**src/rtl/fifo_wr_arbiter.sv**
```systemverilog
// Round-robin write arbiter: four requesters share one FIFO write port in bursts of up to BURST_LEN words.
// Optional saturating write counter on wr_count is enabled by defining FIFO_WR_ARB_STATS_EN.
//
// state | meaning
// IDLE  | no grant held; round-robin decision made this cycle, no write
// XFER  | grant held by owner; writes while req[owner] and FIFO not full
module fifo_wr_arbiter #(
  parameter int DATA_WIDTH = 8,
  parameter int BURST_LEN  = 4
) (
  input  logic                    clk,
  input  logic                    rst,
  input  logic [3:0]              req,
  input  logic [4*DATA_WIDTH-1:0] req_data,
  output logic [3:0]              ack,
  input  logic                    wfull,
  output logic                    winc,
  output logic [DATA_WIDTH-1:0]   wdata,
  output logic [1:0]              owner,
  output logic                    busy,
  output logic [15:0]             wr_count
);

  typedef enum logic {
    IDLE = 1'b0,
    XFER = 1'b1
  } state_t;

  localparam logic [7:0] LAST_BEAT = 8'(BURST_LEN - 1);

  state_t     state_q, state_d;
  logic [1:0] owner_q, owner_d;
  logic [1:0] last_q, last_d;
  logic [7:0] beat_q, beat_d;
  logic [1:0] cand;
  logic [1:0] pick;
  logic       pick_vld;

  always_ff @(posedge clk or posedge rst) begin
    if (rst) begin
      state_q <= IDLE;
      owner_q <= 2'd0;
      last_q  <= 2'd3;
      beat_q  <= 8'd0;
    end else begin
      state_q <= state_d;
      owner_q <= owner_d;
      last_q  <= last_d;
      beat_q  <= beat_d;
    end
  end

  // Search starts one past the previous owner so every requester gets a turn.
  always_comb begin
    cand     = 2'd0;
    pick     = 2'd0;
    pick_vld = 1'b0;
    for (int k = 1; k <= 4; k++) begin
      cand = last_q + 2'(k);
      if (!pick_vld && req[cand]) begin
        pick     = cand;
        pick_vld = 1'b1;
      end
    end
  end

  always_comb begin
    state_d = state_q;
    owner_d = owner_q;
    last_d  = last_q;
    beat_d  = beat_q;
    winc    = 1'b0;
    case (state_q)
      IDLE: begin
        if (pick_vld) begin
          owner_d = pick;
          last_d  = pick;
          beat_d  = 8'd0;
          state_d = XFER;
        end
      end
      XFER: begin
        winc = req[owner_q] & ~wfull;
        if (winc) beat_d = beat_q + 8'd1;
        if (!req[owner_q] || (winc && beat_q == LAST_BEAT)) state_d = IDLE;
      end
      default: state_d = IDLE;
    endcase
    ack = winc ? (4'b0001 << owner_q) : 4'b0000;
  end

  assign wdata = req_data[int'(owner_q) * DATA_WIDTH +: DATA_WIDTH];
  assign owner = owner_q;
  assign busy  = (state_q == XFER);

`ifdef FIFO_WR_ARB_STATS_EN
  logic [15:0] wr_count_q;

  // Saturate rather than wrap so a long run never reports a small count.
  always_ff @(posedge clk or posedge rst) begin
    if (rst) begin
      wr_count_q <= 16'h0000;
    end else if (winc && wr_count_q != 16'hFFFF) begin
      wr_count_q <= wr_count_q + 16'h0001;
    end
  end

  assign wr_count = wr_count_q;
`else
  assign wr_count = 16'h0000;
`endif

endmodule

```
**config.mk**
```make
export PLATFORM = sky130hd
export DESIGN_NAME = fifo_wr_arbiter
export DESIGN_NICKNAME = d
export VERILOG_FILES = /design/src/rtl/fifo_wr_arbiter.sv
export SDC_FILE = /design/constraint.sdc
export NUM_CORES = 1
export LEC_CHECK = 0
export BUFFER_PORTS_ARGS = -buffer_cell sky130_fd_sc_hd__clkbuf_2
export CELL_PAD_IN_SITES_DETAIL_PLACEMENT = 1
export CELL_PAD_IN_SITES_GLOBAL_PLACEMENT = 1
export CORE_AREA = 2 2 49 86
export CTS_CLUSTER_DIAMETER = 200
export DETAILED_ROUTE_END_ITERATION = 10
export DIE_AREA = 0 0 51 88
export PLACE_DENSITY_LB_ADDON = 0.1
export SLEW_MARGIN = 25
export SYNTH_ARGS = -nofsm -noshare
export SYNTH_HDL_FRONTEND = slang
export SYNTH_SLANG_ARGS = --single-unit
```
**constraint.sdc**
```tcl
create_clock -name clk -period 2.3 [get_ports clk]
set_clock_uncertainty 0.2 [all_clocks]
set_input_delay 0.115 -clock clk [delete_from_list [all_inputs] [get_ports clk]]
set_output_delay 0.115 -clock clk [all_outputs]
set_load 0.005 [all_outputs]
```
==> metrics.csv, run 1 <==
metric,value,unit
PortBufs,54,
Cell variety after synth,42,
cells along the critical path,mux2i_1 -> o22ai_2 -> clkbuf_2,
P_int,0.8050,mW
GR Util All Layers,0.1403,
die height,88,um
Post-Synth Simple-Gate Area,0.1917,
Area growth syn-to-layout,28.41,%
"most common cell after layout, fill and taps aside",clkbuf_2,
Synth Instances,106,
register area share after synthesis,0.2954,
post-CTS setup buffer count,0,
CTS H-tree lvls,1,
Initial Util,0.2927,
crit-path max cell delay,0.55,ns
1st-pass router iterations,4,
die area,4488,um2
Synth Cell Area,1110,um2
number of buffers created by CTS,3,
XOR/XNOR Fraction of Synth Area,0.007892,
final core occ,0.3759,
Switching Power,0.4977,mW
largest family of logic cells by synthesized area,multiplexers,
"Avg Cell Area, Syn",10.47,um2
gr ovfl total,0,
Worst Hold Class,in -> reg,
largest net degree at the start of global routing,14,
Worst path slowest cell,dfrtp_1,
compound-cell area share of the yosys netlist,0.1048,
later-pin clock latency in the skew report,0.25,ns
ANT cells,0,
Setup Viol. Count Final,0,
CTS tree,yes,
Starting DRT DRC Count,14,
CP Launch Type,flop,
maximum vdd drop,397.1,uV
Worst Path Arrival,1.77,ns
final setup TNS,0,ns
clk slew on worst S/H paths,0.06,ns
Post-Synth Adder-Cell Area,0.01127,
final hold vios,0,
clock sink total,13,
DP Area,1370,um2
status,"complete, no violations",
clock power share,0.160,
global-route wire length before repair,4802,um
worst-margin pin slew,0.5767,ns
RSZ-0062 raised after global routing,no,
MaxCap Viol Count,0,
vias per cell,4.776,
switching share of power,0.3820,
pwr/cell area,914.1,nW/um2
number of global-route vias before repair,1078,
Static Leak,0.7741,nW
Worst slew margin,0.6155,
via count,1003,
Yosys warning total,0,
clock root cell,clkbuf_8,
most frequent cells in the layout,"clkbuf_2, conb_1, dfrtp_1",
design area,1425,um2
period utilization,0.9075,
Final GP Congestion,0.7466,
Post-CTS Hold Buffers,1,
Max clock buf depth,2,
Worst Path Required,1.99,ns
"Primary FF master, synth",dfrtp_1,
area of the core,3791,um2
Top-Level Pins,71,
DR DRC count,0,
worst-path maximum fanout,11,
share of the synthesized area in the top cell type,0.2480,
Final min period,2.087,ns
Max Slew Vio Count,0,
WL/cell,15.14,um
Core Rows,30,
Seq cells post-synth,13,
proportion of layout cells with a drive suffix above 1,0.4815,
# nets final,203,
die width,51,um
initial antenna violation count,0,
ranking of synthesized cells by area,"dfrtp_1, mux4_2, buf_4",
total routed wirelength,3179,um
Comb pwr share,0.554,
DP HPWL,2694,um
critical path class,reg -> out,
largest area contributor in the netlist,dfrtp_1,
FMAX,479.1,MHz
Resize count post-CTS,0,
crit end category,primary output,
post-synthesis mux area share,0.2345,
Routed Antenna Nets,0,
asr flop ratio synth,1.000,
part of the power in registers,0.286,
Post-synth EDFFs,0,
[power groups by stage]
stage	logic [mW]	registers, mW	clock network (mW)
2_1_floorplan	0.507	0.360	0
3_3_place_gp	0.727	0.373	0
3_5_place_dp	0.734	0.380	0
4_1_cts	0.738	0.376	0.209
5_1_grt	0.790	0.389	0.219
6_report	0.722	0.373	0.208
[worst max-delay path, delay by kind of cell (launching register included)]
kind	cells	cell delay (ns)
buf+inv	1	0.21
mux	1	0.22
flops	1	0.55
compound gates	1	0.54
[flip-flops by register name, indices dropped and copies added (netlist names)]
name and count:
beat_q 8, busy 1, last_q 2, owner 2
[cell families after synthesis]
logic type	Yosys count
DFF	13
AOI/OAI and AO/OA	14
buffers and inverters	26
xor gates and xnor gates	1
other	1
adders and majority gates	1
muxes	16
and+or+nand+nor	34
[cells in the mapped netlist, types with 2 or more instances]
library cell	n
a21o_1	2
nor4_1	2
clkbuf_1	2
buf_4	16
dfrtp_1	11
nand3_1	3
inv_1	5
nand3b_1	2
nor2_1	2
o21a_1	2
nor3b_1	2
nor3_1	2
buf_2	2
mux2i_1	8
dfstp_2	2
nand2_1	10
mux4_2	8
[routing by layer]
metal | GRT usage | up-vias | wire [um]
met5 | 0 | - | 0
met4 | 0.04423 | 0 | 40
met3 | 0.02560 | 5 | 282
met2 | 0.2952 | 55 | 1751
met1 | 0.1262 | 473 | 1104
li1 | - | 470 | -
[worst paths after layout]
check	startpoint	to	slack, ns	depth (start not counted)
max in group asynchronous	rst	last_q[0]$_DFFE_PP1P_	1.30	3
hold reg to reg	beat_q[5]$_DFFE_PP0P_	beat_q[5]$_DFFE_PP0P_	0.31	1
setup / recovery	owner[0]$_DFFE_PP0P_	winc	0.21	3
min in group asynchronous	rst	owner[0]$_DFFE_PP0P_	0.23	3
setup reg to reg	owner[0]$_DFFE_PP0P_	beat_q[0]$_DFFE_PP0P_	0.31	4
hold / removal	wfull	busy$_DFF_PP0_	0.09	5
[cell type report]
cell class | instances | area (um2)
multi-input combinational | 82 | 670.6
clock buffer | 4 | 45.04
fill | 464 | 2366
tap | 48 | 60.06
timing repair buffer | 58 | 302.8
sequential | 13 | 327.8
inverter | 5 | 18.77
[through the flow]
stage,setup WS [ns],cells,hold WS [ns],power (mW)
after floorplan,0.5387,121,-0.2095,0.8676
after global placement,0.3636,205,-0.03732,1.100
after detailed placement,0.3099,205,-0.03978,1.114
after CTS,0.1809,210,0.1220,1.323
after global routing,0.08211,210,0.1447,1.398
final,0.2128,210,0.09283,1.303
No activity file was read; power rests on OpenSTA's default activity.
==> inputs of run 2 (changes only) <==
--- a/config.mk
+++ b/config.mk
@@ -12,6 +12,7 @@
 export CTS_CLUSTER_DIAMETER = 200
 export DETAILED_ROUTE_END_ITERATION = 10
 export DIE_AREA = 0 0 51 88
+export MAX_ROUTING_LAYER = met4
 export PLACE_DENSITY_LB_ADDON = 0.1
 export SLEW_MARGIN = 25
 export SYNTH_ARGS = -nofsm -noshare
==> run 2 against run 1 <==
Effect of this change:
- first-iteration DRC count decreased by 7.1%
- sequential share of layout area did not move
- die area did not move
- combinational power about the same
- power barely moved
- critical endpoint unchanged
==> metrics.csv, run 2 (same netlist as run 1, synthesis figures left out) <==
metric,value,unit
P_int,0.8050,mW
final setup TNS,0,ns
post-CTS setup buffer count,0,
DR DRC count,0,
Worst slew margin,0.6126,
final hold vios,0,
MaxCap Viol Count,0,
Top-Level Pins,71,
GR Util All Layers,0.1449,
number of buffers created by CTS,3,
initial antenna violation count,0,
ANT cells,0,
Max clock buf depth,2,
crit end category,primary output,
PortBufs,54,
register bank with the most flops,beat_q,
1st-pass router iterations,4,
global-route wire length before repair,4816,um
Worst Hold Class,in -> reg,
number of global-route vias before repair,1076,
via count,1005,
area of the core,3791,um2
Worst path slowest cell,dfrtp_1,
CTS tree,yes,
Routed Antenna Nets,0,
FMAX,478.4,MHz
clock root cell,clkbuf_8,
Setup Viol. Count Final,0,
Static Leak,0.7741,nW
proportion of layout cells with a drive suffix above 1,0.4815,
Final GP Congestion,0.7561,
Worst Path Arrival,1.78,ns
"most common cell after layout, fill and taps aside",clkbuf_2,
vias per cell,4.786,
Post-CTS Hold Buffers,1,
max FFs per register,8,
maximum vdd drop,397.2,uV
pwr/cell area,913.6,nW/um2
switching share of power,0.3818,
CP Launch Type,flop,
clock power share,0.159,
CTS H-tree lvls,1,
# nets final,203,
crit-path max cell delay,0.55,ns
worst-path maximum fanout,11,
Resize count post-CTS,0,
design area,1425,um2
critical path class,reg -> out,
part of the power in registers,0.286,
die height,88,um
DP HPWL,2694,um
most frequent cells in the layout,"clkbuf_2, conb_1, dfrtp_1",
Tot Pwr,1.302,mW
Max Slew Vio Count,0,
Starting DRT DRC Count,13,
Worst Path Required,1.99,ns
clk slew on worst S/H paths,0.06,ns
Switching Power,0.4971,mW
cells along the critical path,mux2i_1 -> o22ai_2 -> clkbuf_2,
status,"complete, no violations",
RSZ-0062 raised after global routing,no,
WL/cell,15.13,um
total routed wirelength,3177,um
clock sink total,13,
die area,4488,um2
Comb pwr share,0.555,
Area growth syn-to-layout,28.41,%
Final min period,2.090,ns
period utilization,0.9088,
DP Area,1370,um2
die width,51,um
largest net degree at the start of global routing,14,
gr ovfl total,0,
later-pin clock latency in the skew report,0.25,ns
Initial Util,0.2927,
worst-margin pin slew,0.5811,ns
Core Rows,30,
==> run 2: power by group through the flow <==
| stage | registers, mW | clock network [mW] | logic, mW |
|---|---|---|---|
| floorplan | 0.360 | 0 | 0.507 |
| global placement | 0.373 | 0 | 0.727 |
| detailed placement | 0.380 | 0 | 0.734 |
| CTS | 0.376 | 0.209 | 0.738 |
| global route | 0.389 | 0.219 | 0.790 |
| finish | 0.373 | 0.207 | 0.722 |
==> run 2: stage by stage <==
stage	cells	worst slack [ns]	hold WS, ns	utilization
3_5_place_dp	205	0.3099	-0.03978	0.3614
4_1_cts	210	0.1809	0.1220	0.3759
5_1_grt	210	0.08210	0.1447	0.3759
3_3_place_gp	205	0.3636	-0.03732	0.3614
6_report	210	0.2099	0.09280	0.3759
2_1_floorplan	121	0.5387	-0.2095	-
==> run 2: critical path: cells and delay by family, from the launching register on <==
kind | cells | cell delay [ns]
buf+inv | 1 | 0.21
compound gates | 1 | 0.55
flops | 1 | 0.55
mux | 1 | 0.22
==> run 2: worst paths after layout <==
kind,from,endpoint,slack [ns],depth (start not counted)
hold reg to reg,beat_q[5]$_DFFE_PP0P_,beat_q[5]$_DFFE_PP0P_,0.31,1
hold / removal,wfull,busy$_DFF_PP0_,0.09,5
max in group asynchronous,rst,last_q[0]$_DFFE_PP1P_,1.30,3
setup reg to reg,owner[0]$_DFFE_PP0P_,beat_q[0]$_DFFE_PP0P_,0.31,4
min in group asynchronous,rst,owner[0]$_DFFE_PP0P_,0.23,3
setup / recovery,owner[0]$_DFFE_PP0P_,winc,0.21,3
==> run 2: area by class of cell <==
type / instances / area [um2]
fill: 464 / 2366
multi-input combinational: 82 / 670.6
sequential: 13 / 327.8
timing repair buffer: 58 / 302.8
tap: 48 / 60.06
clock buffer: 4 / 45.04
inverter: 5 / 18.77
==> run 2: metal layers <==
metal / vias to the layer above / track usage / wire (um)
li1: 471 / - / -
met4: 0 / 0.04423 / 40
met3: 5 / 0.02560 / 282
met2: 55 / 0.2952 / 1750
met5: - / - / 0
met1: 474 / 0.1273 / 1103
==> inputs of run 3 (changes only) <==
--- a/config.mk
+++ b/config.mk
@@ -9,6 +9,7 @@
 export CELL_PAD_IN_SITES_DETAIL_PLACEMENT = 1
 export CELL_PAD_IN_SITES_GLOBAL_PLACEMENT = 1
 export CORE_AREA = 2 2 49 86
+export CTS_BUF_LIST = sky130_fd_sc_hd__clkbuf_16
 export CTS_CLUSTER_DIAMETER = 200
 export DETAILED_ROUTE_END_ITERATION = 10
 export DIE_AREA = 0 0 51 88
==> run 3 against run 2 <==
Effect of this change:
- fmax up 0.77%
- worst setup slack better by 0.016 ns
- count of clock-buffer cells in the layout down 1
- global-route usage up 0.18 points
- critical path depth unchanged
- critical endpoint unchanged
- non-clock buffer count unchanged
- power up 8.9%
- sequential share of layout area down 0.53 points
==> metrics.csv, run 3 (same netlist as run 1, synthesis figures left out) <==
metric,value,unit
status,"complete, no violations",
area of the core,3791,um2
cells along the critical path,mux2i_1 -> o22ai_2 -> clkbuf_2,
PortBufs,54,
number of buffers created by CTS,3,
DR DRC count,0,
Final GP Congestion,0.7561,
CTS tree,yes,
largest net degree at the start of global routing,14,
Switching Power,0.5062,mW
"most common cell after layout, fill and taps aside",clkbuf_2,
gr ovfl total,0,
crit-path max cell delay,0.55,ns
Setup Viol. Count Final,0,
die area,4488,um2
Static Leak,0.7936,nW
Routed Antenna Nets,0,
pwr/cell area,972.1,nW/um2
FMAX,482.1,MHz
DP HPWL,2694,um
Starting DRT DRC Count,8,
crit end category,primary output,
clock power share,0.228,
final setup TNS,0,ns
via count,997,
CTS H-tree lvls,1,
clock sink total,13,
vias per cell,4.748,
GR Util All Layers,0.1467,
Initial Util,0.2927,
critical path class,reg -> out,
ANT cells,0,
Worst path slowest cell,dfrtp_1,
max FFs per register,8,
1st-pass router iterations,4,
Comb pwr share,0.509,
MaxCap Viol Count,0,
Worst Hold Class,in -> reg,
CP Launch Type,flop,
Top-Level Pins,71,
PnR worst setup slack,0.2258,ns
worst-margin pin slew,0.5706,ns
Worst Path Required,1.99,ns
total routed wirelength,3169,um
clk slew on worst S/H paths,0.04,ns
number of global-route vias before repair,1058,
Final min period,2.074,ns
global-route wire length before repair,4774,um
register bank with the most flops,beat_q,
clock root cell,clkbuf_16,
die width,51,um
RSZ-0062 raised after global routing,no,
dpl ws,0.3099,ns
die height,88,um
Worst slew margin,0.6196,
maximum vdd drop,447.9,uV
switching share of power,0.3570,
later-pin clock latency in the skew report,0.24,ns
period utilization,0.9018,
Worst Path Arrival,1.76,ns
Area growth syn-to-layout,31.45,%
# fillers,462,
initial antenna violation count,0,
WL/cell,15.09,um
P_int,0.9120,mW
most frequent cells in the layout,"clkbuf_2, conb_1, dfrtp_1",
final hold vios,0,
Max Slew Vio Count,0,
part of the power in registers,0.263,
Max clock buf depth,2,
proportion of layout cells with a drive suffix above 1,0.4815,
worst-path maximum fanout,11,
Core Rows,30,
# nets final,203,
-- run 3: final timing paths --
kind | from | endpoint | slack [ns] | depth (start not counted)
setup / recovery | owner[0]$_DFFE_PP0P_ | winc | 0.23 | 3
hold / removal | wfull | busy$_DFF_PP0_ | 0.1 | 5
setup reg to reg | owner[0]$_DFFE_PP0P_ | beat_q[0]$_DFFE_PP0P_ | 0.32 | 4
hold reg to reg | beat_q[5]$_DFFE_PP0P_ | beat_q[5]$_DFFE_PP0P_ | 0.30 | 1
max in group asynchronous | rst | last_q[0]$_DFFE_PP1P_ | 1.29 | 3
min in group asynchronous | rst | owner[0]$_DFFE_PP0P_ | 0.24 | 3
-- run 3: final cells by class --
class	instances	area [um2]	share of cell area
clock buffers	3	75.07	0.05146
clock inverters	1	3.754	0.002573
inverters	5	18.77	0.01286
multi-input cells	82	670.6	0.4597
flip-flops and latches	13	327.8	0.2247
well taps	48	60.06	0.04117
repair buffers	58	302.8	0.2075
-- run 3: stage by stage --
step	hold WS (ns)	std cells	util	power (mW)	area, um2
finish	0.09991	210	0.3848	1.418	1459
global route	0.1505	210	0.3848	1.521	1459
CTS	0.1165	210	0.3848	1.443	1459
detailed placement	-0.03978	205	0.3614	1.114	1370
global placement	-0.03732	205	0.3614	1.100	1370
floorplan	-0.2095	121	-	0.8676	1166
-- run 3: timing repair --
| action | in CTS | in global routing |
|---|---|---|
| setup buffers | 0 | 0 |
| hold buffers | 1 | 0 |
| gates resized for setup | 0 | 0 |
| hold endpoints to repair | 11 | 0 |
-- run 3: worst max-delay path: cells and delay by family, from the launching register on --
kind,cells,cell delay (ns)
AO/OA/AOI/OAI,1,0.54
multiplexers,1,0.22
flip-flops,1,0.55
buffers and inverters,1,0.21
-- run 3: power groups by stage --
| stage | logic (mW) | clock network, mW | registers [mW] |
|---|---|---|---|
| 5_1_grt | 0.789 | 0.342 | 0.390 |
| 6_report | 0.722 | 0.323 | 0.373 |
| 4_1_cts | 0.737 | 0.329 | 0.377 |
| 3_5_place_dp | 0.734 | 0 | 0.380 |
| 3_3_place_gp | 0.727 | 0 | 0.373 |
| 2_1_floorplan | 0.507 | 0 | 0.360 |
-- run 3: layer usage --
metal  up-vias  GRT usage  wire (um)
met5         -          -          0
met1       465     0.1283       1104
met3         4    0.03584        284
li1        473          -          -
met4         0    0.05160         39
met2        55     0.2893       1742
